`src/rtl/score_keeper_pkg.sv`:
```
// Shared types and defaults for the score keeper and its BCD arithmetic.
package score_keeper_pkg;

  typedef logic [3:0] bcd_digit_t;

  localparam int unsigned POINTS_W         = 11;
  localparam int unsigned SCORE_DIGITS_DEF = 5;
  localparam int unsigned BONUS_DIGIT_DEF  = 4;
  localparam int unsigned INIT_LIVES_DEF   = 3;
  localparam int unsigned MAX_LIVES_DEF    = 9;

  typedef enum logic [1:0] {SK_IDLE, SK_ADD, SK_DONE} sk_state_t;

  // Digit idx of a points word; the hundreds field is only 3 bits wide.
  function automatic bcd_digit_t points_digit(input logic [POINTS_W-1:0] pts,
                                              input int unsigned         idx);
    bcd_digit_t d;
    case (idx)
      0:       d = pts[3:0];
      1:       d = pts[7:4];
      2:       d = {1'b0, pts[10:8]};
      default: d = '0;
    endcase
    return d;
  endfunction

endpackage

```
`src/rtl/bcd_digit_add.sv`:
```
// Single BCD digit adder with carry, purely combinational.
module bcd_digit_add
  import score_keeper_pkg::*;
(
  input  bcd_digit_t a,
  input  bcd_digit_t b,
  input  logic       cin,
  output bcd_digit_t sum,
  output logic       cout
);

  logic [4:0] raw;

  always_comb begin
    raw  = {1'b0, a} + {1'b0, b} + {4'b0000, cin};
    cout = (raw > 5'd9);
    sum  = cout ? 4'(raw - 5'd10) : raw[3:0];
  end

endmodule

```
`src/rtl/score_keeper.sv`:
```
// Accumulates per-frame BCD point pulses into a serial BCD score and owns
// lives, bonus-life award, game-over and high score.
module score_keeper
  import score_keeper_pkg::*;
#(
  parameter int unsigned SCORE_DIGITS = SCORE_DIGITS_DEF,
  parameter int unsigned BONUS_DIGIT  = BONUS_DIGIT_DEF,
  parameter int unsigned INIT_LIVES   = INIT_LIVES_DEF,
  parameter int unsigned MAX_LIVES    = MAX_LIVES_DEF
) (
  input  logic                      clk,
  input  logic                      reset,
  input  logic                      game_begin,
  input  logic [POINTS_W-1:0]       ast_points,
  input  logic                      ship_lost,
  output logic [SCORE_DIGITS*4-1:0] score,
  output logic [SCORE_DIGITS*4-1:0] high_score,
  output logic [3:0]                lives,
  output logic                      extra_life,
  output logic                      game_over,
  output logic                      busy,
  output logic                      overflow
);

  localparam int unsigned SW    = SCORE_DIGITS * 4;
  localparam int unsigned IDX_W = (SCORE_DIGITS > 1) ? $clog2(SCORE_DIGITS) : 1;
  localparam logic [IDX_W-1:0] LAST_IDX = IDX_W'(SCORE_DIGITS - 1);
  localparam logic [3:0]       INIT_L   = 4'(INIT_LIVES);
  localparam logic [3:0]       MAX_L    = 4'(MAX_LIVES);

  sk_state_t           state_q, state_d;
  logic [SW-1:0]       work_q, work_d;
  logic [SW-1:0]       score_q, score_d;
  logic [SW-1:0]       hs_q, hs_d;
  logic [POINTS_W-1:0] addend_q, addend_d;
  logic [POINTS_W-1:0] pend_q, pend_d;
  logic                pend_vld_q, pend_vld_d;
  logic [IDX_W-1:0]    idx_q, idx_d;
  logic                carry_q, carry_d;
  logic                bonus_q, bonus_d;
  logic [3:0]          lives_q, lives_d;
  logic                go_q, go_d;
  logic                xl_q, xl_d;
  logic                ovf_q, ovf_d;

  bcd_digit_t          cur_digit, add_digit, dsum;
  logic                dcout;
  logic                req, lose, award, go_rise, load;
  logic                at_last, at_bonus;
  logic [POINTS_W-1:0] load_val;

  always_comb begin
    cur_digit = work_q[4*idx_q +: 4];
    add_digit = points_digit(addend_q, 32'(idx_q));
    at_last   = (idx_q == LAST_IDX);
    at_bonus  = ((32'(idx_q) + 32'd1) == BONUS_DIGIT);
  end

  bcd_digit_add u_digit_add (
    .a    (cur_digit),
    .b    (add_digit),
    .cin  (carry_q),
    .sum  (dsum),
    .cout (dcout)
  );

  always_ff @(posedge clk or posedge reset) begin
    if (reset) begin
      state_q    <= SK_IDLE;
      work_q     <= '0;
      score_q    <= '0;
      hs_q       <= '0;
      addend_q   <= '0;
      pend_q     <= '0;
      pend_vld_q <= 1'b0;
      idx_q      <= '0;
      carry_q    <= 1'b0;
      bonus_q    <= 1'b0;
      lives_q    <= '0;
      go_q       <= 1'b1;
      xl_q       <= 1'b0;
      ovf_q      <= 1'b0;
    end else begin
      state_q    <= state_d;
      work_q     <= work_d;
      score_q    <= score_d;
      hs_q       <= hs_d;
      addend_q   <= addend_d;
      pend_q     <= pend_d;
      pend_vld_q <= pend_vld_d;
      idx_q      <= idx_d;
      carry_q    <= carry_d;
      bonus_q    <= bonus_d;
      lives_q    <= lives_d;
      go_q       <= go_d;
      xl_q       <= xl_d;
      ovf_q      <= ovf_d;
    end
  end

  always_comb begin
    state_d    = state_q;
    work_d     = work_q;
    score_d    = score_q;
    hs_d       = hs_q;
    addend_d   = addend_q;
    pend_d     = pend_q;
    pend_vld_d = pend_vld_q;
    idx_d      = idx_q;
    carry_d    = carry_q;
    bonus_d    = bonus_q;
    lives_d    = lives_q;
    go_d       = go_q;
    ovf_d      = ovf_q;
    xl_d       = 1'b0;
    load       = 1'b0;
    load_val   = ast_points;

    req   = (ast_points != '0) && !go_q;
    lose  = ship_lost && !go_q;
    award = (state_q == SK_DONE) && bonus_q;

    case (state_q)
      SK_IDLE: begin
        load = req;
      end
      SK_ADD: begin
        work_d[4*idx_q +: 4] = dsum;
        carry_d              = dcout;
        if (at_bonus && dcout) bonus_d = 1'b1;
        if (at_last) begin
          if (dcout) ovf_d = 1'b1;
          state_d = SK_DONE;
        end else begin
          idx_d = idx_q + 1'b1;
        end
        if (req) begin
          if (pend_vld_q) begin
            ovf_d = 1'b1;
          end else begin
            pend_vld_d = 1'b1;
            pend_d     = ast_points;
          end
        end
      end
      SK_DONE: begin
        score_d = work_q;
        // A request landing on DONE either refills the freed pending slot
        // or, with nothing pending, starts directly.
        if (pend_vld_q) begin
          load       = 1'b1;
          load_val   = pend_q;
          pend_vld_d = req;
          pend_d     = ast_points;
        end else if (req) begin
          load = 1'b1;
        end else begin
          state_d = SK_IDLE;
        end
      end
      default: state_d = SK_IDLE;
    endcase

    if (load) begin
      addend_d = load_val;
      idx_d    = '0;
      carry_d  = 1'b0;
      bonus_d  = 1'b0;
      state_d  = SK_ADD;
    end

    xl_d = award;
    if (award && !lose) begin
      lives_d = (lives_q >= MAX_L) ? MAX_L : lives_q + 4'd1;
    end else if (lose && !award) begin
      lives_d = lives_q - 4'd1;
      if (lives_q == 4'd1) go_d = 1'b1;
    end

    // High-score compare waits for an in-flight add to reach DONE.
    go_rise = go_d && !go_q;
    if (state_q == SK_IDLE && go_rise && (score_q > hs_q)) hs_d = score_q;
    if (state_q == SK_DONE && (go_q || go_rise) && (work_q > hs_q)) hs_d = work_q;

    if (game_begin) begin
      state_d    = SK_IDLE;
      work_d     = '0;
      score_d    = '0;
      hs_d       = hs_q;
      pend_vld_d = 1'b0;
      idx_d      = '0;
      carry_d    = 1'b0;
      bonus_d    = 1'b0;
      lives_d    = INIT_L;
      go_d       = 1'b0;
      ovf_d      = 1'b0;
      xl_d       = 1'b0;
    end
  end

  assign score      = score_q;
  assign high_score = hs_q;
  assign lives      = lives_q;
  assign extra_life = xl_q;
  assign game_over  = go_q;
  assign busy       = (state_q != SK_IDLE);
  assign overflow   = ovf_q;

endmodule

```
`config.mk`:
```
export PLATFORM = sky130hd
export DESIGN_NAME = score_keeper
export DESIGN_NICKNAME = d
export VERILOG_FILES = /design/src/rtl/score_keeper_pkg.sv /design/src/rtl/bcd_digit_add.sv /design/src/rtl/score_keeper.sv
export SDC_FILE = /design/constraint.sdc
export NUM_CORES = 1
export LEC_CHECK = 0
export ABC_AREA = 1
export CORE_ASPECT_RATIO = 2
export CORE_MARGIN = 3
export CORE_UTILIZATION = 31
export CTS_BUF_LIST = sky130_fd_sc_hd__clkbuf_4 sky130_fd_sc_hd__clkbuf_8
export CTS_CLUSTER_DIAMETER = 100
export DETAILED_ROUTE_END_ITERATION = 8
export GPL_ROUTABILITY_DRIVEN = 0
export PLACE_DENSITY = 0.53
export SYNTH_ARGS = -nofsm -noshare
export SYNTH_HDL_FRONTEND = slang
export SYNTH_SLANG_ARGS = --single-unit
```
`constraint.sdc`:
```
create_clock -name clk -period 4.1 [get_ports clk]
set_clock_uncertainty 0.15 [all_clocks]
set_input_delay 0.41 -clock clk [delete_from_list [all_inputs] [get_ports clk]]
set_output_delay 0.41 -clock clk [all_outputs]
set_load 0.02 [all_outputs]
```
# Yosys cells after proc, flatten, opt, wreduce, memory -nomap -nowiden
# Cells that the tools add are included.
# op_classes
add_sub_neg,8
order_cmp,4
n_eq_ne,15
shifts,3
muxes,53
n_bitwise,1
reduce_logical,33
# ops
operator,count
$mux W20,6
$mux W11,4
$gt A20 B20 Y1,2
$neg A5 Y34,1
$shift A4 B34 Y20 const A,1
$shiftx A4 B34 Y20,1
$mux W1,23
$pmux W11 S2,1
$bwmux W20,1
$mux W4,5
$shiftx A20 B6 Y4,1
$mux W3,4
$ne A4 B4 Y1 const B,3
$pmux W4 S3,1
$reduce_bool A3 Y1,4
$logic_and A1 B1 Y1,11
$reduce_bool A11 Y1,1
$mux W2,5
$reduce_bool A2 Y1,5
$ne A3 B3 Y1 const B,3
$reduce_and A2 Y1,4
$pmux W2 S3,1
$add A4 B4 Y5,1
$add A5 B1 Y5,1
23 further kinds,27
# totals
register_bits,97
output_inout_bits,48

# Logic depth before layout (Yosys ltp)
# logic_depth
ltp_word,12
mapped_depth,17

# Cells and area by module
# A second synthesis with hierarchy kept.
# unflattened
cells_unflattened,865
area_unflattened_um2,6442.4
# by_module_without_submodules
module,instances,cells_per_inst,area_each_um2,seq_area_each_um2
score_keeper,1,820,6143.4,2428.6
bcd_digit_add,1,45,299.0,0.0

# Worst setup path before layout
# OpenSTA, ideal clock, no wires.
# synth_path
path_kind,reg2reg
startpoint,register idx_q[0]
endpoint,register work_q[14]
arrival_ns,3.236
t_required_ns,3.874
slack_ns,0.638
stages_incl_launch_ff,18
path_buffers,1
period_less_slack_ns,3.462
path_cell_list,dfrtp_1 > buf_2 > inv_1 > ha_1 > ha_1 > nand2_1 > o211ai_1 > fa_1 > fa_1 > xnor2_1 > ha_1 > a22oi_1 > nand2_1 > nand2_1 > inv_1 > nand2_1 > nand3_1 > o21ai_1
# synth_between
elab_chain_len,10
# synth_lines
element,line,text
start: declaration,score_keeper.sv:38,"logic [IDX_W-1:0] idx_q, idx_d;"
start signal: assignment,score_keeper.sv:91,idx_q <= idx_d;
"parallel branches: the longest is 7 deep, another holds $add A4 B4 Y5",n/a,
$bwmux W20 *,score_keeper.sv:128,work_d[4*idx_q +: 4] = dsum;
$mux W20 *,score_keeper.sv:123,case (state_q)
$mux W20 *,score_keeper.sv:185,if (game_begin) begin
end signal: assignment,score_keeper.sv:85,work_q <= work_d;
end: declaration,score_keeper.sv:32,"logic [SW-1:0] work_q, work_d;"
# Every way passes the cells marked *. The select of a mux whose other input is x is not followed.
# A chain may end at the register's enable or synchronous reset.

# Worst setup path in the final report
# layout_path
startpoint,register idx_q[2]
endpoint,register work_q[15]
# Same word-level chain as after synthesis.

==> reports/qor.txt <==
Outcome: finished clean
Initial antenna violation count: 0
Max-slew headroom: 52.3%
Post-route minimum period: 3670 ps
Reg-to-reg endpoint: work_q[15]
Worst-path fanout max: 15
Hold slack: 331 ps
Hold_buf cts: 0
# Post-CTS Setup Buffers: 0
Finished Layout Cells: 1118
NetSw: 1.07 mW
Vias in the first global route: 5815
Yosys top cell by area: dfrtp_1
Int Power: 1.65 mW
RSZ-0062 raised after global routing: no
Cell area after placement: 7000 sq um
Commonest non-fill, non-tap cell in the layout: nand2_1
Cells resized by post-CTS repair: 0
Grt ovf: 0
Setup TNS: 0 ps
Top Ports: 63
CTS Sinks: 97
Syn. warnings: 0
Largest net degree at the start of global routing: 56
Detailed Place HPWL: 14800 microns
Gate power share: 34.0%
Leading post-synthesis cells by cell area: dfrtp_1 (39%), nand2_1 (12%), ha_1 (11%), nand3_1 (8.4%), inv_1 (5.9%)
Part of the cycle the worst path needs: 89.5%
Maximum clock rate: 272 MHz
First-pass GRT wire length: 30300 microns
CTS tree: done
Row count: 71
Top_reg_cell synth: dfrtp_1
ANT nets after route: 0
Port bufs: 62
Crit path launch type: flop
Worst Reg-to-Reg Cells: 14
Worst Setup End Kind: flop
GRT Util Overall: 18.1%
Clk slew on worst S/H paths: 100 ps
Layout area overhead: 18.4%
Detailed Route Iter0 Violations: 260
Crit path kind: flop to flop
Clk buf depth: 2
Yosys cell types: 34
Worst VDD drop: 0.188 mV
Worst Path Required: 4220 ps
Hold Path Class: primary input to async pin
RR Startpoint: idx_q[2]
Vias per cell: 4.90
Die W: 105 microns
Sequential-to-total area share from yosys stat: 39.9%
Synth top area share: 39.4%
Mapped Cells: 802
Nets@finish: 930
DRC violations left: 0
Max Cap Viol: 0
Root Driver: clkbuf_8
Post-Syn Area: 6090 sq um
Sw Ratio: 39.3%
Sequential power share: 41.2%
DIE AREA: 21500 sq um
Syn_area_per_cell: 7.59 sq um
WL final: 18700 microns
Share of layout cells above drive strength 1: 5.56%
Post-synth EDFFs: 0
Worst-Margin Slew: 716 ps
Clk pwr share: 24.8%
Ys async rst share: 100%
Placed instance count: 1103
Die height: 204 microns
Antenna cell count: 0
Drt first pass iters: 4
Final hold violation count: 0
Leak: 3.57 nW
CTS Buf Count: 9
Register bit total from synthesis: 97
Worst path arrival time: 3790 ps
# setup viols final: 0
Skew-Pair Late Insertion Delay: 400 ps
Pwr per Cell Area: 377 nW/um^2
H-tree levels: 3
Mapped Nets: 873
Core area: 19000 sq um
Wire per inst: 16.7 microns
Finished Cell Area: 7210 sq um
Final Util: 37.9%
Setup slack, reg-to-reg: 430 ps
Initial Utilization: 32.0%
Max Slew Vio Count: 0
Most frequent cells in the layout: nand2_1 (191), nand3_1 (102), dfrtp_1 (96)
Routed vias: 5482
area by class of cell:
| class | instances | area (sq um) |
|---|---|---|
| flip-flops and latches | 97 | 2430 |
| multi-input cells | 574 | 3140 |
| clock buffers | 10 | 138 |
| fillers | 2055 | 11800 |
| inverters | 102 | 385 |
| repair buffers | 75 | 731 |
| clock inverters | 5 | 65.1 |
| well taps | 255 | 319 |
state kept, by name (all words and copies together), names as in the netlist:
register / flops
high_score: 20
score: 20
work_q: 20
addend_q: 11
pend_q: 11
lives: 4
idx_q: 3
state_q: 2
bonus_q: 1
carry_q: 1
extra_life: 1
game_over: 1
overflow: 1
pend_vld_q: 1
Yosys cell counts (3+ instances only):
| library cell | count |
|---|---|
| nand2_1 | 191 |
| nand3_1 | 102 |
| dfrtp_1 | 96 |
| inv_1 | 96 |
| ha_1 | 54 |
| nor2_1 | 53 |
| o21ai_0 | 47 |
| a21oi_1 | 44 |
| buf_2 | 16 |
| nand4_1 | 12 |
| nor3_1 | 12 |
| o22ai_1 | 10 |
| o21ai_1 | 9 |
| clkbuf_1 | 7 |
| inv_2 | 6 |
| o211ai_1 | 6 |
| o31ai_1 | 5 |
| buf_4 | 4 |
| nand2_2 | 4 |
| a21o_1 | 3 |
| a31oi_1 | 3 |
| nor2_2 | 3 |
| xor2_1 | 3 |
power groups by stage:
stage	clock [mW]	sequential [mW]	combinational, mW
final	0.675	1.12	0.924
after CTS	0.692	1.12	0.920
after global routing	0.725	1.13	1.04
after floorplan	0	1.13	0.630
after detailed placement	0	1.14	0.918
after global placement	0	1.14	0.904
per-stage QoR:
stage	setup slack, ps	total power, mW
6_report	430	2.72
5_1_grt	69.3	2.89
4_1_cts	371	2.73
3_5_place_dp	400	2.06
3_3_place_gp	582	2.04
2_1_floorplan	638	1.76
worst max-delay path: stages (launching register included):
cell and delay [ps]:
dfrtp_1 450, inv_1 240, ha_1 370, nand2_1 90, o211ai_1 110, fa_1 430
fa_1 440, xnor2_2 180, ha_1 230, a22oi_1 180, nand2_1 70, nand2_1 170
nand2_1 200, nand3_1 130, o21ai_0 90
cells by family after synthesis:
family,synth area share [%]
buffers and inverters,8.65
and+or+nand+nor,27.0
adders and majority gates,11.8
AOI/OAI and AO/OA,12.0
xor gates and xnor gates,0.719
DFF,39.9
per-layer routing:
metal / track usage (%) / wire length, microns / share of wire (%) / vias to the layer above
li1: - / - / - / 2766
met1: 17.2 / 6520 / 35 / 2559
met2: 35.8 / 10800 / 57 / 109
met3: 2.12 / 366 / 2.0 / 48
met4: 11.5 / 1060 / 5.7 / 0
met5: 0 / 0 / 0 / -
how the worst max path moves through the flow:
| stage | startpoint | end | cells past startpoint |
|---|---|---|---|
| 2_1_floorplan | idx_q[0] | work_q[14] | 17 |
| 3_3_place_gp | idx_q[2] | work_q[15] | 14 |
| 3_5_place_dp | idx_q[2] | work_q[15] | 14 |
| 4_1_cts | idx_q[2] | work_q[15] | 14 |
| 5_1_grt | idx_q[2] | work_q[15] | 14 |
| 6_report | idx_q[2] | work_q[15] | 14 |
Power figures use the tool's default switching activity.
